<file path="config.mk">
export PLATFORM = sky130hd
export DESIGN_NAME = wb4_fifo_reader_flat
export DESIGN_NICKNAME = d
export VERILOG_FILES = /design/src/rtl/wb4_fifo_reader_if.sv /design/src/rtl/wb4_fifo_reader.sv /design/src/flat_wrapper.sv
export SDC_FILE = /design/constraint.sdc
export NUM_CORES = 1
export LEC_CHECK = 0
export BUFFER_PORTS_ARGS = -buffer_cell sky130_fd_sc_hd__buf_2
export CELL_PAD_IN_SITES_DETAIL_PLACEMENT = 1
export CELL_PAD_IN_SITES_GLOBAL_PLACEMENT = 1
export CORE_MARGIN = 4
export CORE_UTILIZATION = 30
export CTS_CLUSTER_DIAMETER = 150
export DETAILED_ROUTE_END_ITERATION = 8
export GPL_TIMING_DRIVEN = 0
export MAX_ROUTING_LAYER = met4
export PLACE_DENSITY_LB_ADDON = 0.1
export SLEW_MARGIN = 30
export SYNTH_ARGS = -nofsm -noshare
export SYNTH_HDL_FRONTEND = slang
export SYNTH_SLANG_ARGS = --single-unit
export TNS_END_PERCENT = 10
</file>
<file path="constraint.sdc">
create_clock -name i_clk -period 3.4 [get_ports i_clk]
set_clock_uncertainty 0.05 [all_clocks]
set_input_delay 0.34 -clock i_clk [delete_from_list [all_inputs] [get_ports i_clk]]
set_output_delay 0.34 -clock i_clk [all_outputs]
set_load 0.05 [all_outputs]
</file>
<file path="src/rtl/wb4_fifo_reader_if.sv">
// Bus bundle for wb4_fifo_reader: the WB4 pipelined read port plus the
// downstream valid/ready stream. Signal names keep the original port names.
interface wb4_fifo_reader_if #(
  parameter int unsigned P_DATA_MSB = 7
);
  logic              o_wb4_cyc;
  logic              o_wb4_stb;
  logic              i_wb4_stall;
  logic              i_wb4_ack;
  logic [P_DATA_MSB:0] i_wb4_data;
  logic              o_tvalid;
  logic [P_DATA_MSB:0] o_tdata;
  logic              i_tready;

  modport master (
    output o_wb4_cyc, o_wb4_stb, o_tvalid, o_tdata,
    input  i_wb4_stall, i_wb4_ack, i_wb4_data, i_tready
  );

  modport slave (
    input  o_wb4_cyc, o_wb4_stb, o_tvalid, o_tdata,
    output i_wb4_stall, i_wb4_ack, i_wb4_data, i_tready
  );
endinterface

</file>
<file path="src/rtl/wb4_fifo_reader.sv">
// WB4 pipelined read master that pulls words from an upstream FIFO slave and
// forwards them through a small response buffer onto a valid/ready stream.
// Requests are credit-limited so the buffer can absorb every outstanding ack.
module wb4_fifo_reader #(
  parameter int unsigned P_DATA_MSB  = 7,
  parameter int unsigned P_BUF_DEPTH = 4
) (
  input  logic                 i_clk,
  input  logic                 i_rst,
  input  logic                 i_enable,
  wb4_fifo_reader_if.master    bus,
  output logic                 o_idle,
  output logic                 o_err
);

  localparam int unsigned AW = $clog2(P_BUF_DEPTH);
  localparam int unsigned CW = AW + 1;
  localparam logic [CW:0] DEPTH_V = (CW+1)'(P_BUF_DEPTH);

  typedef enum logic [1:0] {IDLE, ACTIVE, DRAIN} state_t;

  state_t              state;
  logic [P_DATA_MSB:0] mem [P_BUF_DEPTH];
  logic [AW-1:0]       wr_ptr;
  logic [AW-1:0]       rd_ptr;
  logic [CW-1:0]       count;
  logic [CW-1:0]       outstanding;
  logic [CW-1:0]       count_next;
  logic [CW-1:0]       out_next;
  logic [CW:0]         credit_sum;
  logic                accept;
  logic                push;
  logic                pop;
  logic                unexp_ack;
  logic                has_credit;

  // Handshake decode and next-cycle occupancy used by the credit check
  always_comb begin
    accept     = bus.o_wb4_stb & ~bus.i_wb4_stall;
    push       = bus.i_wb4_ack & (outstanding != '0);
    unexp_ack  = bus.i_wb4_ack & (outstanding == '0);
    pop        = bus.o_tvalid & bus.i_tready;
    out_next   = outstanding;
    count_next = count;
    if (accept && !push)
      out_next = outstanding + CW'(1);
    else if (!accept && push)
      out_next = outstanding - CW'(1);
    if (push && !pop)
      count_next = count + CW'(1);
    else if (!push && pop)
      count_next = count - CW'(1);
    // A strobe raised now can be accepted next cycle, so it needs one free slot
    // beyond everything already in flight or buffered.
    credit_sum = {1'b0, out_next} + {1'b0, count_next};
    has_credit = (credit_sum < DEPTH_V);
  end

  // Bus state machine with registered cyc/stb/idle/err
  always_ff @(posedge i_clk) begin
    if (i_rst) begin
      state         <= IDLE;
      bus.o_wb4_cyc <= 1'b0;
      bus.o_wb4_stb <= 1'b0;
      o_idle        <= 1'b1;
      o_err         <= 1'b0;
    end else begin
      o_err <= unexp_ack;
      case (state)
        IDLE: begin
          if (i_enable) begin
            state         <= ACTIVE;
            bus.o_wb4_cyc <= 1'b1;
            bus.o_wb4_stb <= has_credit;
            o_idle        <= 1'b0;
          end
        end
        ACTIVE: begin
          if (!i_enable) begin
            state         <= DRAIN;
            bus.o_wb4_stb <= 1'b0;
          end else begin
            bus.o_wb4_stb <= has_credit;
          end
        end
        DRAIN: begin
          bus.o_wb4_stb <= 1'b0;
          if (out_next == '0) begin
            state         <= IDLE;
            bus.o_wb4_cyc <= 1'b0;
            o_idle        <= 1'b1;
          end
        end
        default: begin
          state         <= IDLE;
          bus.o_wb4_cyc <= 1'b0;
          bus.o_wb4_stb <= 1'b0;
          o_idle        <= 1'b1;
        end
      endcase
    end
  end

  // Outstanding-request counter and buffer pointers/occupancy
  always_ff @(posedge i_clk) begin
    if (i_rst) begin
      outstanding <= '0;
      count       <= '0;
      wr_ptr      <= '0;
      rd_ptr      <= '0;
    end else begin
      outstanding <= out_next;
      count       <= count_next;
      if (push)
        wr_ptr <= wr_ptr + AW'(1);
      if (pop)
        rd_ptr <= rd_ptr + AW'(1);
    end
  end

  // Response buffer storage; contents are don't-care until counted valid
  always_ff @(posedge i_clk) begin
    if (push)
      mem[wr_ptr] <= bus.i_wb4_data;
  end

  assign bus.o_tvalid = (count != '0);
  assign bus.o_tdata  = mem[rd_ptr];

endmodule

</file>
<file path="src/flat_wrapper.sv">
// flat-port wrapper written by rule: the top's interface ports become plain ports
module wb4_fifo_reader_flat 
#(
  parameter int unsigned P_DATA_MSB  = 7,
  parameter int unsigned P_BUF_DEPTH = 4
)
  (i_clk, i_rst, i_enable, o_idle, o_err, bus_o_wb4_cyc, bus_o_wb4_stb, bus_o_tvalid, bus_o_tdata, bus_i_wb4_stall, bus_i_wb4_ack, bus_i_wb4_data, bus_i_tready);
  wb4_fifo_reader_if #(.P_DATA_MSB(P_DATA_MSB)) bus_i ();
  input  logic i_clk;
  input  logic i_rst;
  input  logic i_enable;
  output logic o_idle;
  output logic o_err;
  output wire logic [$bits(bus_i.o_wb4_cyc)-1:0] bus_o_wb4_cyc;
  output wire logic [$bits(bus_i.o_wb4_stb)-1:0] bus_o_wb4_stb;
  output wire logic [$bits(bus_i.o_tvalid)-1:0] bus_o_tvalid;
  output wire logic [$bits(bus_i.o_tdata)-1:0] bus_o_tdata;
  input wire logic [$bits(bus_i.i_wb4_stall)-1:0] bus_i_wb4_stall;
  input wire logic [$bits(bus_i.i_wb4_ack)-1:0] bus_i_wb4_ack;
  input wire logic [$bits(bus_i.i_wb4_data)-1:0] bus_i_wb4_data;
  input wire logic [$bits(bus_i.i_tready)-1:0] bus_i_tready;
  assign bus_o_wb4_cyc = bus_i.o_wb4_cyc;
  assign bus_o_wb4_stb = bus_i.o_wb4_stb;
  assign bus_o_tvalid = bus_i.o_tvalid;
  assign bus_o_tdata = bus_i.o_tdata;
  assign bus_i.i_wb4_stall = bus_i_wb4_stall;
  assign bus_i.i_wb4_ack = bus_i_wb4_ack;
  assign bus_i.i_wb4_data = bus_i_wb4_data;
  assign bus_i.i_tready = bus_i_tready;
  wb4_fifo_reader #(.P_DATA_MSB(P_DATA_MSB), .P_BUF_DEPTH(P_BUF_DEPTH)) u_core (.i_clk(i_clk), .i_rst(i_rst), .i_enable(i_enable), .bus(bus_i), .o_idle(o_idle), .o_err(o_err));
endmodule
</file>
* Yosys cells after proc, flatten, opt, wreduce, memory -nomap -nowiden *
Memory sizes are Yosys's and may differ from the RTL's. A register that Yosys moved wholly into a read port is not among the register bits.
Index checks and enable logic that the tools add are counted.

storage, ports and cells
  memories kept = 1
  memory bits (writable) = 32
  bits of input ports = 14
  register bits = 16

cells by class
  $lt $le $gt $ge = 1
  bitwise operators = 6
  reductions and logical operators = 14
  equal/unequal tests = 5
  mux-type cells = 21
  add/sub/neg operators = 7

memory list
  name        words  bits a word  rd ports  clocked after memory_dff  wr ports  line                   source
  u_core.mem  4      8            1         1                         1         wb4_fifo_reader.sv:23  logic [P_DATA_MSB:0] mem [P_BUF_DEPTH];

operators with widths
  cell                 count
  $mux 3               4
  $mux 2               5
  $mux 1               8
  $add 3x1->3 const B  2
  $logic_not 3->1      2
  $pmux 1 s3           2
  $pmux 2 s3           1
  $reduce_and 3->1     2
  $reduce_bool 3->1    2
  $sub 3x1->3 const B  2
  $add 2x1->2 const B  2
  $add 3x3->4          1
  $and 1x1->1          4
  $logic_and 1x1->1    4
  $lt 4x3->1 const B   1
  $ne 2x2->1 const B   2
  $logic_not 1->1      3
  $eq 2x1->1 const B   1
  $eq 2x2->1 const B   1
  $logic_not 2->1      1
  $ne 2x1->1 const B   1
  $not 1->1            2
  $pmux 1 s2           1

* Logic depth before layout (Yosys ltp) *
  word-level depth = 10
  depth in mapped cells = 11
  mapped depth without buffers = 11

* Least setup slack after synthesis *
No wires, ideal clock.

  path type = flip-flop to flip-flop
  start point = register u_core.bus.o_wb4_stb
  end point = register u_core.bus.o_wb4_stb
  stages on the path, launching flop included = 9
  library setup time = 75 ps
  clock period less this slack = 2481 ps
  setup slack = 919 ps
  buffers on the path = 0
  data required time = 3275 ps
  arrival = 2356 ps
  path through = dfxtp_1 > nand2b_1 > and4_1 > or3_4 > and2_2 > ha_1 > nor4_1 > nand2_1 > o22ai_1

on the way
  cells in the longest elaborated chain, start to end = 9

RTL lines
  item                       line                                          source
  from (decl)                wb4_fifo_reader_if.sv:16                      output o_wb4_cyc, o_wb4_stb, o_tvalid, o_tdata,
  from (signal assigned)     wb4_fifo_reader.sv:74                         bus.o_wb4_stb <= has_credit;
  from (signal assigned)     wb4_fifo_reader.sv:83                         bus.o_wb4_stb <= has_credit;
  $and 1x1->1 *              wb4_fifo_reader.sv:39                         accept = bus.o_wb4_stb & ~bus.i_wb4_stall;
  $logic_not 1->1            wb4_fifo_reader.sv:47                         else if (!accept && push)
  $logic_and 1x1->1          wb4_fifo_reader.sv:47
  $mux 3                     wb4_fifo_reader.sv:47
  $mux 3 *                   wb4_fifo_reader.sv:45                         if (accept && !push)
  via u_core.out_next[2]     wb4_fifo_reader.sv:29                         logic [CW-1:0] out_next;
  $add 3x3->4 *              wb4_fifo_reader.sv:55                         credit_sum = {1'b0, out_next} + {1'b0, count_next};
  $lt 4x3->1 *               wb4_fifo_reader.sv:56                         has_credit = (credit_sum < DEPTH_V);
  $mux 1 (on tied branches)  wb4_fifo_reader.sv:79, wb4_fifo_reader.sv:71
  $pmux 1 s2 *               wb4_fifo_reader.sv:69                         case (state)

The timed path passes the listed nets; every way through them passes the cells marked *. The select of a mux whose other input is x is not followed.
A chain may end at the register's enable or synchronous reset.

* Worst setup path after layout *
  start point = register u_core.outstanding[0]
  end point = register u_core.bus.o_wb4_stb

RTL lines
  item                                                                 line                                          source
  from (decl)                                                          wb4_fifo_reader.sv:27                         logic [CW-1:0] outstanding;
  from (signal assigned)                                               wb4_fifo_reader.sv:112                        outstanding <= out_next;
  parallel branches: the longest is 4 deep, another holds $sub 3x1->3  -
  $mux 3 *                                                             wb4_fifo_reader.sv:45
  via u_core.out_next[2]                                               wb4_fifo_reader.sv:29
  $add 3x3->4 *                                                        wb4_fifo_reader.sv:55
  $lt 4x3->1 *                                                         wb4_fifo_reader.sv:56
  $mux 1 (on tied branches)                                            wb4_fifo_reader.sv:79, wb4_fifo_reader.sv:71
  $pmux 1 s2 *                                                         wb4_fifo_reader.sv:69

Mark *: on every way through the listed nets, which the timed path passes. The select of a mux whose other input is x is not followed.

==> results_dict.tcl <==
set metrics [dict create \
    drt-wirelength-per-cell_um 15.29 \
    grt_usage_pct 11.58 \
    fraction_of_final_layout_cells_with_drive_strength_greater_than_1_pct 28.93 \
    cts-hold-fix-buffers 0 \
    ctsLongestPathBuffers 2 \
    final_net_count 222 \
    asyncSetResetFlopFracSynth_pct 0 \
    comb_power_share_pct 47.8 \
    syn-mean-instance-area_um2 13.78 \
    number_of_antenna_violations_at_the_first_check_in_global_routing 0 \
    post_dp_cell_area_um2 2509 \
    power.ir.vdd_worst_v 0.0002195 \
    timing_worst_setup_path_type "reg2reg" \
    route.vias.total 1366 \
    finalSetupViolations 0 \
    yosys_most_used_dff "sky130_fd_sc_hd__edfxtp_1" \
    avgViaCountPerCell 4.615 \
    post_route_wl_um 4527 \
    route.top_layer_used "met4" \
    remaining_drc_errors 0 \
    maximum_number_of_pins_on_one_net_before_global_route_repair 17 \
    critical_path.endpoint_type "flop" \
    antenna_cells 0 \
    detailedPlacementHpwl_um 3403 \
    worstSkewPairLatency_ns 0.30 \
    report.final.hold_viol_count 0 \
    clock_sink_count 50 \
    dieWidth_um 94.79 \
    worstMarginPinSlew_ns 0.5233 \
    starting_utilization_of_the_core_area_pct 30.99 \
    drc_marker_count_from_the_first_detailed_route_iteration 44 \
    worst-endpoint-arrival_ns 2.82 \
    power.share.clock_pct 18.2 \
    internal-power_mw 1.448 \
    globalRoute.totalOverflow 0 \
    cts_resized 0 \
    finalCritPeriodShare_pct 77.60 \
    area_growth_syn_to_layout_pct 16.39 \
    maxCapViolCount 0 \
    final_worst_path_setup_slack_ns 0.7615 \
    post_cts_buffers 0 \
    design.portCount 27 \
    cts_tree "built" \
    io_buffers 25 \
    synth-edff-count 32 \
    clock_tree.root_cell "sky130_fd_sc_hd__clkbuf_8" \
    power_leakage_nw 0.9871 \
    syn-cell-area_um2 2260 \
    yosysUniqueCellTypes 50 \
    layout_min_cycle_time_ns 2.638 \
    first_pass_grt_wire_length_um 7624 \
    standard_cell_row_count 31 \
    seq_power_share_pct 33.9 \
    timing.hold.worst.class "in2reg" \
    detail_route.first_pass.iterations 4 \
    detailedPlace.worstSlack_ns 0.7909 \
    ys.warnings.count 0 \
    sw_frac_of_total_pct 40.32 \
    final_antenna_net_count 0 \
    finish.instance_area_um2 2630 \
    max_freq_ghz 0.3790 \
    cts.htree.levels 2 \
    fin_tns_setup_ns 0 \
    worst_setup_hold_path_clk_slew_ns 0.09 \
    postSynthCellCount 164 \
    grt_setup_unrepaired "false" \
    setup.worst_path.start_class "flop" \
    first_global_vias 1484 \
    cellPowerDensity_nw_per_um2 922.8 \
    switching_power_uw 978.6 \
    synth-seq-cells 50 \
    tritoncts.num_buffers 5 \
    synth.net_count 190 \
    critical_path_required_ns 3.58 \
    relSlewSlack_pct 65.11 \
    fp.dieArea_um2 8985 \
    coreArea_um2 7292 \
    routed_length_on_met2_um 2205 \
    floorplan.die.height_um 94.79 \
    critPathMaxFanout 5 \
    routed-wl-met3_um 111 \
    run_status "complete, no violations" \
    ys_seq_area_share_pct 58.47 \
    final-max-slew-violation-count 0 \
    post-route-util_pct 36.07 \
    gpl.final_weighted_congestion 0.7103 \
    drt-met1-wl_um 2143 \
]
-- synth_stat cells (2+ instances only) --
master / number / area, um2
sky130_fd_sc_hd__buf_2: 3 / 15.01
sky130_fd_sc_hd__nand2_1: 8 / 30.03
sky130_fd_sc_hd__nand2b_1: 2 / 12.51
sky130_fd_sc_hd__and3_1: 4 / 25.02
sky130_fd_sc_hd__o21ai_0: 4 / 20.02
sky130_fd_sc_hd__mux4_2: 8 / 180.2
sky130_fd_sc_hd__nor3_1: 3 / 15.01
sky130_fd_sc_hd__mux2i_1: 2 / 20.02
sky130_fd_sc_hd__nand3b_1: 2 / 15.01
sky130_fd_sc_hd__o21ai_1: 2 / 10.01
sky130_fd_sc_hd__nor2b_1: 3 / 18.77
sky130_fd_sc_hd__dfxtp_1: 18 / 360.4
sky130_fd_sc_hd__and4_1: 2 / 17.52
sky130_fd_sc_hd__xnor2_1: 5 / 43.79
sky130_fd_sc_hd__nand3_1: 3 / 15.01
sky130_fd_sc_hd__ha_1: 12 / 150.1
sky130_fd_sc_hd__inv_1: 8 / 30.03
sky130_fd_sc_hd__a21oi_1: 2 / 10.01
sky130_fd_sc_hd__xor2_1: 2 / 17.52
sky130_fd_sc_hd__edfxtp_1: 32 / 960.9
sky130_fd_sc_hd__nor2_1: 9 / 33.78
sky130_fd_sc_hd__clkbuf_1: 2 / 7.510
-- worst paths after layout --
check                   startpoint                   end  slack, ns  depth (start not counted)
min reg2reg        u_core.state[1]       u_core.state[0]       0.44                          1
max          u_core.outstanding[0]  u_core.bus.o_wb4_stb       0.76                         10
max reg2reg  u_core.outstanding[0]  u_core.bus.o_wb4_stb       0.76                         10
min              bus_i_wb4_data[7]      u_core.mem[2][7]       0.19                          1
-- routing by layer --
metal	vias up	global-route usage [%]
li1	663	-
met1	680	14.87
met2	17	17.85
met3	6	2.869
met4	0	3.966
met5	-	-
-- power groups by stage --
stage | sequential (mW) | combinational (mW) | clock, mW
after floorplan | 0.874 | 0.881 | 0
after global placement | 0.830 | 1.14 | 0
after detailed placement | 0.838 | 1.18 | 0
after CTS | 0.825 | 1.19 | 0.459
after global routing | 0.838 | 1.28 | 0.488
final | 0.823 | 1.16 | 0.443
-- layout make-up --
type / count / area (um2)
repair buffers: 25 / 125.1
well taps: 99 / 123.9
flip-flops and latches: 50 / 1321
clock buffers: 6 / 82.58
multi-input cells: 99 / 874.6
clock inverters: 2 / 38.79
inverters: 8 / 30.03
fillers: 817 / 4662
plain buffers: 7 / 33.78
-- through the flow --
step	total power, mW	instances	hold WS, ns
finish	2.427	296	0.1935
global placement	1.974	288	0.4341
floorplan	1.755	164	0.3843
detailed placement	2.018	288	0.4193
CTS	2.470	296	0.1810
global route	2.603	296	0.1812
-- state kept, by name (all words and copies together), names as in the netlist, 2 cells and up, named ones only --
name	flops
u_core.mem	32
u_core.count	3
u_core.outstanding	3
u_core.rd_ptr	2
u_core.state	2
u_core.wr_ptr	2
-- critical path, cell delays in order, from the launching register on --
cell and delay (ns):
sky130_fd_sc_hd__dfxtp_1 0.44, sky130_fd_sc_hd__inv_1 0.10, sky130_fd_sc_hd__ha_1 0.22, sky130_fd_sc_hd__and2b_4 0.19
sky130_fd_sc_hd__o211a_1 0.22, sky130_fd_sc_hd__or3_4 0.34, sky130_fd_sc_hd__and2_2 0.20, sky130_fd_sc_hd__ha_1 0.29
sky130_fd_sc_hd__nor4_1 0.29, sky130_fd_sc_hd__nand2_1 0.09, sky130_fd_sc_hd__o22ai_1 0.15
-- cells in the final DEF, fill, tap and decap left out, types with 2 or more instances in the layout --
| master | instances |
|---|---|
| sky130_fd_sc_hd__xnor2_1 | 5 |
| sky130_fd_sc_hd__edfxtp_1 | 32 |
| sky130_fd_sc_hd__nand3_1 | 3 |
| sky130_fd_sc_hd__nor3_1 | 3 |
| sky130_fd_sc_hd__dfxtp_1 | 18 |
| sky130_fd_sc_hd__nand3b_1 | 2 |
| sky130_fd_sc_hd__and4_1 | 2 |
| sky130_fd_sc_hd__nand2b_1 | 2 |
| sky130_fd_sc_hd__mux2i_1 | 2 |
| sky130_fd_sc_hd__clkbuf_8 | 6 |
| sky130_fd_sc_hd__and3_1 | 4 |
| sky130_fd_sc_hd__xor2_1 | 2 |
| sky130_fd_sc_hd__inv_1 | 8 |
| sky130_fd_sc_hd__buf_2 | 28 |
| sky130_fd_sc_hd__o21ai_0 | 4 |
| sky130_fd_sc_hd__nand2_1 | 8 |
| sky130_fd_sc_hd__clkbuf_1 | 2 |
| sky130_fd_sc_hd__nor2b_1 | 3 |
| sky130_fd_sc_hd__o21ai_1 | 2 |
| sky130_fd_sc_hd__a21oi_1 | 2 |
| sky130_fd_sc_hd__ha_1 | 12 |
| sky130_fd_sc_hd__nor2_1 | 9 |
| sky130_fd_sc_hd__mux4_2 | 8 |
-- cell families (layout without fill, tap and decap cells) --
group	Yosys count	after routing	synth area share, %
DFF	50	50	58.47
and+or+nand+nor	49	49	13.01
AOI/OAI and AO/OA	18	18	5.815
buffers and inverters	15	48	2.824
adders and majority gates	14	14	7.586
muxes	10	10	8.859
xor gates and xnor gates	8	8	3.433
No activity file was read; power rests on OpenSTA's default activity.
